### src/rtl/bytecode_fetcher.sv
// Variable-length JVM bytecode fetch front-end: reads 1..3 bytes per instruction from byte-wide
// memory, packs them opcode-first and presents them over valid/ready, with branch redirect.
module bytecode_fetcher #(
    parameter int BYTE       = 8,
    parameter int MAX_LEN    = 3,
    parameter int ADDR_WIDTH = 8,
    parameter int OUT_WIDTH  = MAX_LEN * BYTE
) (
    input  logic                  clk_i,
    input  logic                  reset_i,
    input  logic                  start_i,
    input  logic [ADDR_WIDTH-1:0] start_addr_i,
    output logic [ADDR_WIDTH-1:0] mem_addr_o,
    output logic                  mem_rd_o,
    input  logic [BYTE-1:0]       mem_data_i,
    output logic                  instr_valid_o,
    input  logic                  instr_ready_i,
    output logic [OUT_WIDTH-1:0]  instr_data_o,
    output logic [1:0]            instr_len_o,
    output logic [ADDR_WIDTH-1:0] instr_pc_o,
    input  logic                  redirect_i,
    input  logic [ADDR_WIDTH-1:0] redirect_addr_i,
    output logic                  busy_o
);

    typedef enum logic [1:0] {IDLE, REQ, CAPTURE, PRESENT} state_t;

    state_t                  state_q, state_d;
    logic [ADDR_WIDTH-1:0]   pc_q, pc_d;
    logic [1:0]              idx_q, idx_d;
    logic [1:0]              len_q, len_d;
    logic [OUT_WIDTH-1:0]    word_q, word_d;
    logic [ADDR_WIDTH-1:0]   opPc_q, opPc_d;
    logic                    valid_q, valid_d;
    logic                    memRd_q;
    logic [ADDR_WIDTH-1:0]   memAddr_q;
    logic                    busy_q;
    logic [1:0]              capLen;

    function automatic logic [1:0] opLen(input logic [BYTE-1:0] op);
        if (op inside {8'h11, 8'h84, [8'h99:8'hA8]})
            return 2'd3;
        if (op inside {8'h10, 8'h12, [8'h15:8'h19], [8'h36:8'h3A], 8'hA9, 8'hBC})
            return 2'd2;
        return 2'd1;
    endfunction

    always_comb begin
        state_d = state_q;
        pc_d    = pc_q;
        idx_d   = idx_q;
        len_d   = len_q;
        word_d  = word_q;
        opPc_d  = opPc_q;
        valid_d = valid_q;
        capLen  = len_q;

        case (state_q)
            IDLE: begin
                if (start_i) begin
                    pc_d    = start_addr_i;
                    idx_d   = 2'd0;
                    state_d = REQ;
                end
            end
            REQ: state_d = CAPTURE;
            CAPTURE: begin
                pc_d = pc_q + ADDR_WIDTH'(1);
                // The opcode slot clears the whole word so bytes beyond the length read as zero.
                if (idx_q == 2'd0) begin
                    word_d                     = '0;
                    word_d[OUT_WIDTH-1 -: BYTE] = mem_data_i;
                    opPc_d                     = pc_q;
                    capLen                     = opLen(mem_data_i);
                    len_d                      = capLen;
                end else begin
                    for (int k = 1; k < 3; k++) begin
                        if (idx_q == 2'(k))
                            word_d[OUT_WIDTH-1-k*BYTE -: BYTE] = mem_data_i;
                    end
                end
                if (idx_q + 2'd1 == capLen) begin
                    valid_d = 1'b1;
                    idx_d   = 2'd0;
                    state_d = PRESENT;
                end else begin
                    idx_d   = idx_q + 2'd1;
                    state_d = REQ;
                end
            end
            PRESENT: begin
                if (instr_ready_i) begin
                    valid_d = 1'b0;
                    idx_d   = 2'd0;
                    state_d = (word_q[OUT_WIDTH-1 -: BYTE] == 8'hB1) ? IDLE : REQ;
                end
            end
            default: state_d = IDLE;
        endcase

        // Redirect overrides any in-progress work, including a concurrent return transfer.
        if (redirect_i && (state_q != IDLE)) begin
            pc_d    = redirect_addr_i;
            idx_d   = 2'd0;
            valid_d = 1'b0;
            state_d = REQ;
        end
    end

    always_ff @(posedge clk_i) begin
        if (reset_i) begin
            state_q   <= IDLE;
            pc_q      <= '0;
            idx_q     <= '0;
            len_q     <= '0;
            word_q    <= '0;
            opPc_q    <= '0;
            valid_q   <= 1'b0;
            memRd_q   <= 1'b0;
            memAddr_q <= '0;
            busy_q    <= 1'b0;
        end else begin
            state_q <= state_d;
            pc_q    <= pc_d;
            idx_q   <= idx_d;
            len_q   <= len_d;
            word_q  <= word_d;
            opPc_q  <= opPc_d;
            valid_q <= valid_d;
            memRd_q <= (state_d == REQ);
            if (state_d == REQ)
                memAddr_q <= pc_d;
            busy_q  <= (state_d != IDLE);
        end
    end

    assign mem_addr_o    = memAddr_q;
    assign mem_rd_o      = memRd_q;
    assign instr_valid_o = valid_q;
    assign instr_data_o  = word_q;
    assign instr_len_o   = len_q;
    assign instr_pc_o    = opPc_q;
    assign busy_o        = busy_q;

endmodule

### config.mk
export PLATFORM = sky130hd
export DESIGN_NAME = bytecode_fetcher
export DESIGN_NICKNAME = d
export VERILOG_FILES = /design/src/rtl/bytecode_fetcher.sv
export SDC_FILE = /design/constraint.sdc
export NUM_CORES = 1
export LEC_CHECK = 0
export CAP_MARGIN = 20
export CORE_ASPECT_RATIO = 1.25
export CORE_MARGIN = 2
export CORE_UTILIZATION = 50
export DETAILED_ROUTE_END_ITERATION = 10
export PLACE_DENSITY = 0.86
export SYNTH_ARGS = -nofsm -noshare
export SYNTH_HDL_FRONTEND = slang
export SYNTH_SLANG_ARGS = --single-unit
### constraint.sdc
create_clock -name clk_i -period 7.74 [get_ports clk_i]
set_input_delay 1.548 -clock clk_i [delete_from_list [all_inputs] [get_ports clk_i]]
set_output_delay 1.548 -clock clk_i [all_outputs]
set_load 0.02 [all_outputs]
### Word level (Yosys, flattened, before mapping)

Index checks and enable logic that the tools add are counted.
Widths: inputs -> output; s select.

| operators by class | value |
|---|---|
| add/subtract/negate cells | 2 |
| order comparisons | 6 |
| reduce and logical (&&, ||, !) cells | 20 |
| multiplexer cells | 32 |
| eq/ne operators | 17 |

Operators by type and width:

| operator | number |
|---|---|
| $eq 8x8->1 const B | 4 |
| $mux 8 | 4 |
| $mux 2 | 13 |
| $eq 8x5->1 const B | 3 |
| $mux 16 | 1 |
| $pmux 8 s2 | 1 |
| $mux 1 | 10 |
| $reduce_bool 2->1 | 5 |
| $add 8x1->8 const B | 1 |
| $ge 8x5->1 const B | 1 |
| $ge 8x6->1 const B | 1 |
| $ge 8x8->1 const B | 1 |
| $le 8x5->1 const B | 1 |
| $le 8x6->1 const B | 1 |
| $le 8x8->1 const B | 1 |
| $pmux 2 s4 | 1 |
| $eq 2x1->1 const B | 3 |
| $eq 2x2->1 const B | 3 |
| $ne 2x2->1 const B | 3 |
| $pmux 2 s3 | 1 |
| $reduce_and 2->1 | 3 |
| $reduce_and 3->1 | 2 |
| $reduce_bool 3->1 | 2 |
| $reduce_bool 6->1 | 1 |
| other kinds (6) | 10 |

| word-level totals | value |
|---|---|
| word-level logic and storage cells | 89 |
| flip-flop bits (word level) | 57 |
| output and inout bits | 45 |

### Longest topological paths before layout

Gate-level depths: netlist of run 1.

| depth | value |
|---|---|
| depth in word-level cells | 18 |
| gate-level depth with buffers | 9 |
| gate-level depth less buffers | 9 |

### Least setup slack after synthesis of run 1

Ideal clock, no wire load.

| path | value |
|---|---|
| kind | input -> register |
| from | in mem_data_i[5] |
| to | reg memAddr_q[2] (netlist: mem_addr_o[2]) |
| arrival time | 3.460 ns |
| path slack | 4.159 ns |
| stages on the path | 7 |
| library setup time | 0.121 ns |
| path through | buf_4 or3_4 o41ai_4 o31ai_2 a311o_1 o22ai_4 mux2_4 |

| on the way | value |
|---|---|
| cells in the longest elaborated chain, start to end | 16 |
| elaborated cells between the ends (all ways) | 34 |

Ends and longest elaborated chain:

| what | line | RTL |
|---|---|---|
| start: declaration | 15 | `input logic [BYTE-1:0] mem_data_i,` |
| $ge 8x5->1, or another cell as far along | 43 | `if (op inside {8'h10, 8'h12, [8'h15:8'h19], [8'h36:8'h3A], 8'hA9, 8'hBC})` |
| $logic_and 1x1->1 | 43 |  |
| $reduce_bool 6->1 | 43 |  |
| $mux 1 (2 in a row) | 43 |  |
| $mux 1 | 70 | `if (idx_q == 2'd0) begin` |
| $mux 1 | 58 | `case (state_q)` |
| $mux 2 | 45 | `return 2'd1;` |
| $mux 2 (*) | 43 |  |
| $mux 2 (*) | 70 |  |
| $mux 2 (*) | 58 |  |
| $eq 2x2->1 (*) | 82 | `if (idx_q + 2'd1 == capLen) begin` |
| $mux 2 (*) | 82 |  |
| $pmux 2 s4 (*) | 58 |  |
| $mux 2 (*) | 102 | `if (redirect_i && (state_q != IDLE)) begin` |
| $eq 2x1->1 (*) | 131 | `if (state_d == REQ)` |
| end signal: assignment | 132 | `memAddr_q <= pc_d;` |
| end: declaration | 36 | `logic [ADDR_WIDTH-1:0] memAddr_q;` |

Mark *: on every way between the ends. The rest lies on a longest branch, timed or not. The select of a mux whose other input is x is not followed.
A chain may end at the register's enable or synchronous reset.

### Worst setup path after layout of run 1

| path | value |
|---|---|
| from | in mem_data_i[0] |
| to | reg memAddr_q[6] (netlist: mem_addr_o[6]) |

The elaborated chain is that of the path after synthesis.

==> results of run 1 <==
per-stage QoR:
step | utilization (%) | instances | instance area (um^2) | setup WS (ns) | total power, mW
detailed placement | 64.8 | 448 | 3500 | 3.36 | 0.576
floorplan | - | 331 | 2790 | 4.16 | 0.497
global route | 68.8 | 464 | 3720 | 3.52 | 0.924
CTS | 68.8 | 464 | 3720 | 3.72 | 0.886
finish | 68.8 | 464 | 3720 | 3.72 | 0.884
global placement | 64.8 | 448 | 3500 | 3.41 | 0.573
power groups by stage:
stage / logic [mW] / registers [mW] / clock network, mW
finish: 0.222 / 0.352 / 0.310
global route: 0.241 / 0.356 / 0.327
CTS: 0.222 / 0.351 / 0.313
detailed placement: 0.219 / 0.357 / 0
global placement: 0.217 / 0.356 / 0
floorplan: 0.125 / 0.372 / 0
layout make-up:
class	instances	area (um^2)	area share [%]
multi-input cells	248	1530	41.1
flip-flops and latches	57	1140	30.7
repair buffers	74	733	19.7
clock buffers	11	141	3.80
well taps	64	80.1	2.15
clock inverters	5	78.8	2.12
inverters	5	18.8	0.504
placed cells by master (no fill, tap or decap), types with 2 or more instances in the layout:
cell             count
ha_1                 4
or3_1                2
nand2_1             51
nand4_1              3
a311o_1              2
nor2_1              41
dfxtp_1             57
a22oi_1             16
mux2_4               8
nand3_1              4
o21ai_1              2
o22ai_1              5
o211ai_1             3
and2_1               2
clkbuf_8            10
a21oi_1             32
xor2_1               2
and3_1               3
clkinv_2             2
nor4b_1              3
nor3_1               4
o21a_1               2
bufinv_16            2
clkdlybuf4s50_1     72
a211oi_1             5
inv_1                5
nand2b_1             7
nor2b_1             13
o21ai_0              7
layer usage:
metal | global-route usage, % | vias up | part of all wire, %
met5 | 0 | - | 0
met4 | 10.6 | 0 | 1.8
met1 | 27.7 | 1232 | 40
met3 | 8.17 | 16 | 8.8
li1 | - | 1299 | -
met2 | 41.5 | 119 | 50
flip-flops by register name, summed over array words and instances, names as in the netlist:
signal and count:
idx_q 2, instr_len_o 2, instr_pc_o 8, instr_data_o 24, pc_q 8, state_q 2, busy_o 1, mem_rd_o 1
instr_valid_o 1, mem_addr_o 8
synthesized netlist by cell type, drive strengths merged (5+ instances only):
cell type,count,area share [%]
a211oi,6,1.8
a21oi,32,5.7
a22oi,16,4.3
buf,9,2.1
clkbuf,12,1.6
dfxtp,57,41
inv,5,0.67
mux2,9,4.7
nand2,51,6.9
nand2b,8,1.9
nor2,41,5.5
nor2b,13,2.9
o21ai,9,1.6
o22ai,6,1.8
how the worst max path moves through the flow:
stage / startpoint / endpoint / slack [ns] / depth (start not counted)
2_1_floorplan: mem_data_i[5] / mem_addr_o[2]$_SDFFE_PP0N_ / 4.16 / 7
3_3_place_gp: mem_data_i[0] / mem_addr_o[4]$_SDFFE_PP0N_ / 3.41 / 8
3_5_place_dp: mem_data_i[0] / mem_addr_o[6]$_SDFFE_PP0N_ / 3.36 / 8
4_1_cts: mem_data_i[0] / mem_addr_o[6]$_SDFFE_PP0N_ / 3.72 / 8
5_1_grt: mem_data_i[0] / mem_addr_o[1]$_SDFFE_PP0N_ / 3.52 / 8
6_report: mem_data_i[0] / mem_addr_o[6]$_SDFFE_PP0N_ / 3.72 / 8
cells by family (layout without fill, tap and decap cells):
group | count (synthesis) | count (layout) | synth area share, %
muxes | 11 | 11 | 5.56
and+or+nand+nor | 143 | 143 | 24.8
xor gates and xnor gates | 2 | 2 | 0.628
DFF | 57 | 57 | 40.9
adders and majority gates | 4 | 4 | 1.79
AOI/OAI and AO/OA | 88 | 88 | 22.0
buffers and inverters | 26 | 95 | 4.39
critical path: cells and delay by family:
| family | cells | cell delay, ns |
|---|---|---|
| compound gates | 5 | 1.51 |
| simple gates | 1 | 0.24 |
| buf+inv | 1 | 0.60 |
| mux | 1 | 0.34 |
==> metrics.txt, run 1 <==
run status=finished clean; setup tns final=0 ns; FMAX=249 MHz; Die X=70.8 um; Hold Crit Start=instr_pc_o[5]$_SDFFE_PP0P_; core footprint=5410 um^2; ratio of cells with drive above 1 in the final layout=10.0%; synthesized area=2790 um^2; Post-Syn Nets=364; Layout Nets=428; Logic pwr share=25.1%; RSZ-0062 raised after global routing=false; final setup fails=0; Residual DRC=0; Int Pwr=0.618 mW; Post-synth EDFFs=0; diode count=0; min-delay worst type=flip-flop to flip-flop; Critical-path top delay cell=clkdlybuf4s50_1; Worst Hold End=instr_pc_o[5]$_SDFFE_PP0P_; clk buf depth=2; Setup CP Type=primary input to flip-flop; Fillers=429; power per cell area=238 nW/um^2; total routed wirelength=7240 um; Setup crit start kind=primary input; Starting Density=51.6%; RR Startpoint=state_q[1]$_SDFF_PP0_; total CTS buffers=9; drt pass-1 iters=4; Die Y=87.5 um; CTS tree=yes; final hold violation count=0; Via Count=2666; pin count of the biggest net entering global routing=54; switching share of power=30.1%; Yosys reg bits=57; Leak=1.37 nW; Worst-Skew Late Latency=0.35 ns; total gr overflow=0; Tcrit/Tclk final=52.0%; ys async rst share=0%; Max IR drop VDD=132 uV; row count=30; Unique masters post-synth=57; GRT Overall Usage=24.3%; initial antenna violation count=0; Slew @ Worst Pin=0.950 ns; Hold Path Cell Cnt=2; antenna viol nets, final=0; Syn-to-layout area delta=33.3%; # H-tree levels=3; vias per cell=5.75; slowest stage delay, CP=0.60 ns; initial drt markers=270; NetSw=0.266 mW; CP arrival=4.26 ns; Tmin final=4.02 ns; root buffer cell=clkbuf_8; gate count after technology mapping=331; HPWL after detailed placement=5010 um; Yosys Warn Count=0; I/O pin total=74; R2R Setup Slk=4.74 ns; WHS=0.462 ns; DR WL/cell=15.6 um; vias in the first global route=2569; CTS Sinks=57; post-synthesis sequential area ratio=40.9%; CTS Hold Buffers Added=0; setup bufs post-CTS=0; Clk pwr share=35.1%; Slew HR=36.7%; # port buffers=73; die area=6200 um^2; Max Cap Viol=0; predominant post-synthesis flop cell=dfxtp_1; post-cts resize count=0; CP Data Required Time=7.98 ns; syn_area_per_cell=8.43 um^2; CP endpoint kind=flip-flop; crit path max fanout=11; CP cell instances=clkdlybuf4s50_1 > nand2b_1 > a211o_1 > a211oi_2 > o31ai_2 > a311o_1 > o22ai_4 > mux2_4; Reg2Reg Depth=4; fin. max-slew vios=0; first-pass GRT wire length=11900 um; r2r endpoint=instr_len_o[0]$_SDFFE_PP0P_; Sequential Power Share=39.8%; Worst-path clk slew=0.07 ns; Final Skew=0.00705 ns; routability cong.=0.881
Note: power is estimated with default switching activity, not from simulation.
==> run 2: changes to the inputs <==
CORE_UTILIZATION = 44   (was 50)
PLACE_DENSITY = 0.8   (was 0.86)
clock period = 3.6 ns   (was 7.74 ns; I/O delays follow)
==> metrics.txt, run 2 (synthesis results as in run 1) <==
run status=finished clean (unchanged); fin. max-slew vios=0 (unchanged); FMAX=321 MHz; first-pass GRT wire length=11700 um (was 11900 um); CTS tree=yes (unchanged); Placed Cells incl. Taps=476 (was 448); diode count=0 (unchanged); slowest stage delay, CP=0.65 ns (was 0.60 ns); Setup crit start kind=primary input (unchanged); Leak=1.41 nW (was 1.37 nW); Buf/Inv on CP=1 (unchanged); Slew HR=47.5% (was 36.7%); top cell family by delay on the critical path=compound AO/OA/AOI/OAI gates (unchanged); Final Power=1.94 mW (was 0.884 mW); root buffer cell=clkbuf_8 (unchanged); setup bufs post-CTS=0 (unchanged); non-filler cells, final=492 (was 464); # port buffers=73 (unchanged); Via Count=2667 (was 2666); Final Core Density=61.8% (was 68.8%); power per cell area=508 nW/um^2 (was 238 nW/um^2); crit path max fanout=10 (was 11); vias in the first global route=2463 (was 2569); Die X=75.2 um (was 70.8 um); HPWL after detailed placement=5150 um (was 5010 um); antenna viol nets, final=0 (unchanged); DR WL/cell=15.0 um (was 15.6 um); total routed wirelength=7360 um (was 7240 um); CTS Sinks=57 (unchanged); post-cts resize count=0 (unchanged); Setup CP Type=primary input to flip-flop (unchanged); total CTS buffers=9 (unchanged); Syn-to-layout area delta=36.4% (was 33.3%); # H-tree levels=3 (unchanged); initial antenna violation count=0 (unchanged); worst setup margin=0.482 ns (was 3.72 ns); Starting Density=45.3% (was 51.6%); RSZ-0062 raised after global routing=false (unchanged); Max IR drop VDD=254 uV (was 132 uV); Tcrit/Tclk final=86.6%; min-delay worst type=flip-flop to flip-flop (unchanged); row count=32 (was 30); commonest non-fill, non-tap cells in the layout=clkdlybuf4s50_1, dfxtp_1, nand2_1, nor2_1, a21oi_1 (unchanged); Worst-path clk slew=0.07 ns (about the same); routability cong.=0.893 (was 0.881); CTS Hold Buffers Added=0 (unchanged); setup tns final=0 ns (unchanged); max reg flops=24 (unchanged); CP cell instances=clkdlybuf4s50_1 > nand2b_1 > a211o_1 > a211oi_2 > o31ai_2 > a311o_1 > o22ai_4 > mux2_4 (unchanged); CP Data Required Time=3.83 ns (was 7.98 ns); Final Skew=0.0122 ns (was 0.00705 ns); commonest non-fill, non-tap cell in the layout=clkdlybuf4s50_1 (unchanged); final hold violation count=0 (unchanged); Worst-Skew Late Latency=0.35 ns (about the same); Residual DRC=0 (unchanged); Tmin final=3.12 ns; drt pass-1 iters=4 (unchanged); die area=7000 um^2 (was 6200 um^2); I/O pin total=74 (unchanged); initial drt markers=196 (was 270); Slew @ Worst Pin=0.788 ns (was 0.950 ns); final setup fails=0 (unchanged); Critical-path top delay cell=clkdlybuf4s50_1 (unchanged); CP arrival=3.35 ns (was 4.26 ns); pin count of the biggest net entering global routing=43 (was 54); core footprint=6170 um^2 (was 5410 um^2); Max Cap Viol=0 (unchanged); ratio of cells with drive above 1 in the final layout=11.8% (was 10.0%); Layout Nets=435 (was 428); Die Y=93.1 um (was 87.5 um); Fillers=559 (was 429); clk buf depth=2 (unchanged); GRT Overall Usage=21.9% (was 24.3%); total gr overflow=0 (unchanged); Setup WS pre-CTS=0.135 ns (was 3.36 ns); vias per cell=5.42 (was 5.75); CP endpoint kind=flip-flop (unchanged)
-- run 2: cell count changes in the layout (fill, tap and decap cells not counted), sizes merged --
| cell | delta |
|---|---|
| clkinvlp | +1 |
| clkinv | -1 |
| buf | +7 |
-- run 2: worst min-delay path, delay by kind of cell (launching register included) --
kind / cells / cell delay [ns]
compound gates: 1 / 0.05
flops: 1 / 0.31
simple gates: 1 / 0.05
-- run 2: routing by layer --
layer / wire (um) / GRT usage (%) / share of wire, %
met1: 3240 / 26.8 / 44
met2: 3380 / 34.9 / 46
met4: 156 / 8.04 / 2.1
met3: 584 / 7.65 / 7.9
met5: 0 / 0 / 0
-- run 2: layout make-up --
class | instances | area (um^2) | share of cell area (%)
Clock buffer | 11 | 151 | 3.98
Clock inverter | 5 | 77.6 | 2.04
Inverter | 5 | 18.8 | 0.493
Multi-Input combinational cell | 248 | 1530 | 40.1
Sequential cell | 57 | 1140 | 30.0
Tap cell | 85 | 106 | 2.79
Timing Repair Buffer | 81 | 786 | 20.6
-- run 2: power breakdown --
group | internal (mW) | switching (mW)
Clock | 0.425 | 0.272
Sequential | 0.695 | 0.0612
Combinational | 0.232 | 0.252
-- run 2: per-stage QoR --
step	hold slack, ns	instance area [um^2]
after detailed placement	0.446	3580
final	0.457	3810
after floorplan	0.449	2790
after CTS	0.456	3810
after global routing	0.471	3810
after global placement	0.449	3580
-- run 2: worst paths after layout --
check,startpoint,endpoint,slack [ns],cells past startpoint
worst min-delay path,instr_pc_o[3]$_SDFFE_PP0P_,instr_pc_o[3]$_SDFFE_PP0P_,0.46,2
worst max-delay path,mem_data_i[5],mem_addr_o[0]$_SDFFE_PP0N_,0.48,8
worst min register to register,instr_pc_o[3]$_SDFFE_PP0P_,instr_pc_o[3]$_SDFFE_PP0P_,0.46,2
worst max register to register,idx_q[0]$_SDFFE_PP0P_,mem_addr_o[0]$_SDFFE_PP0N_,0.98,7
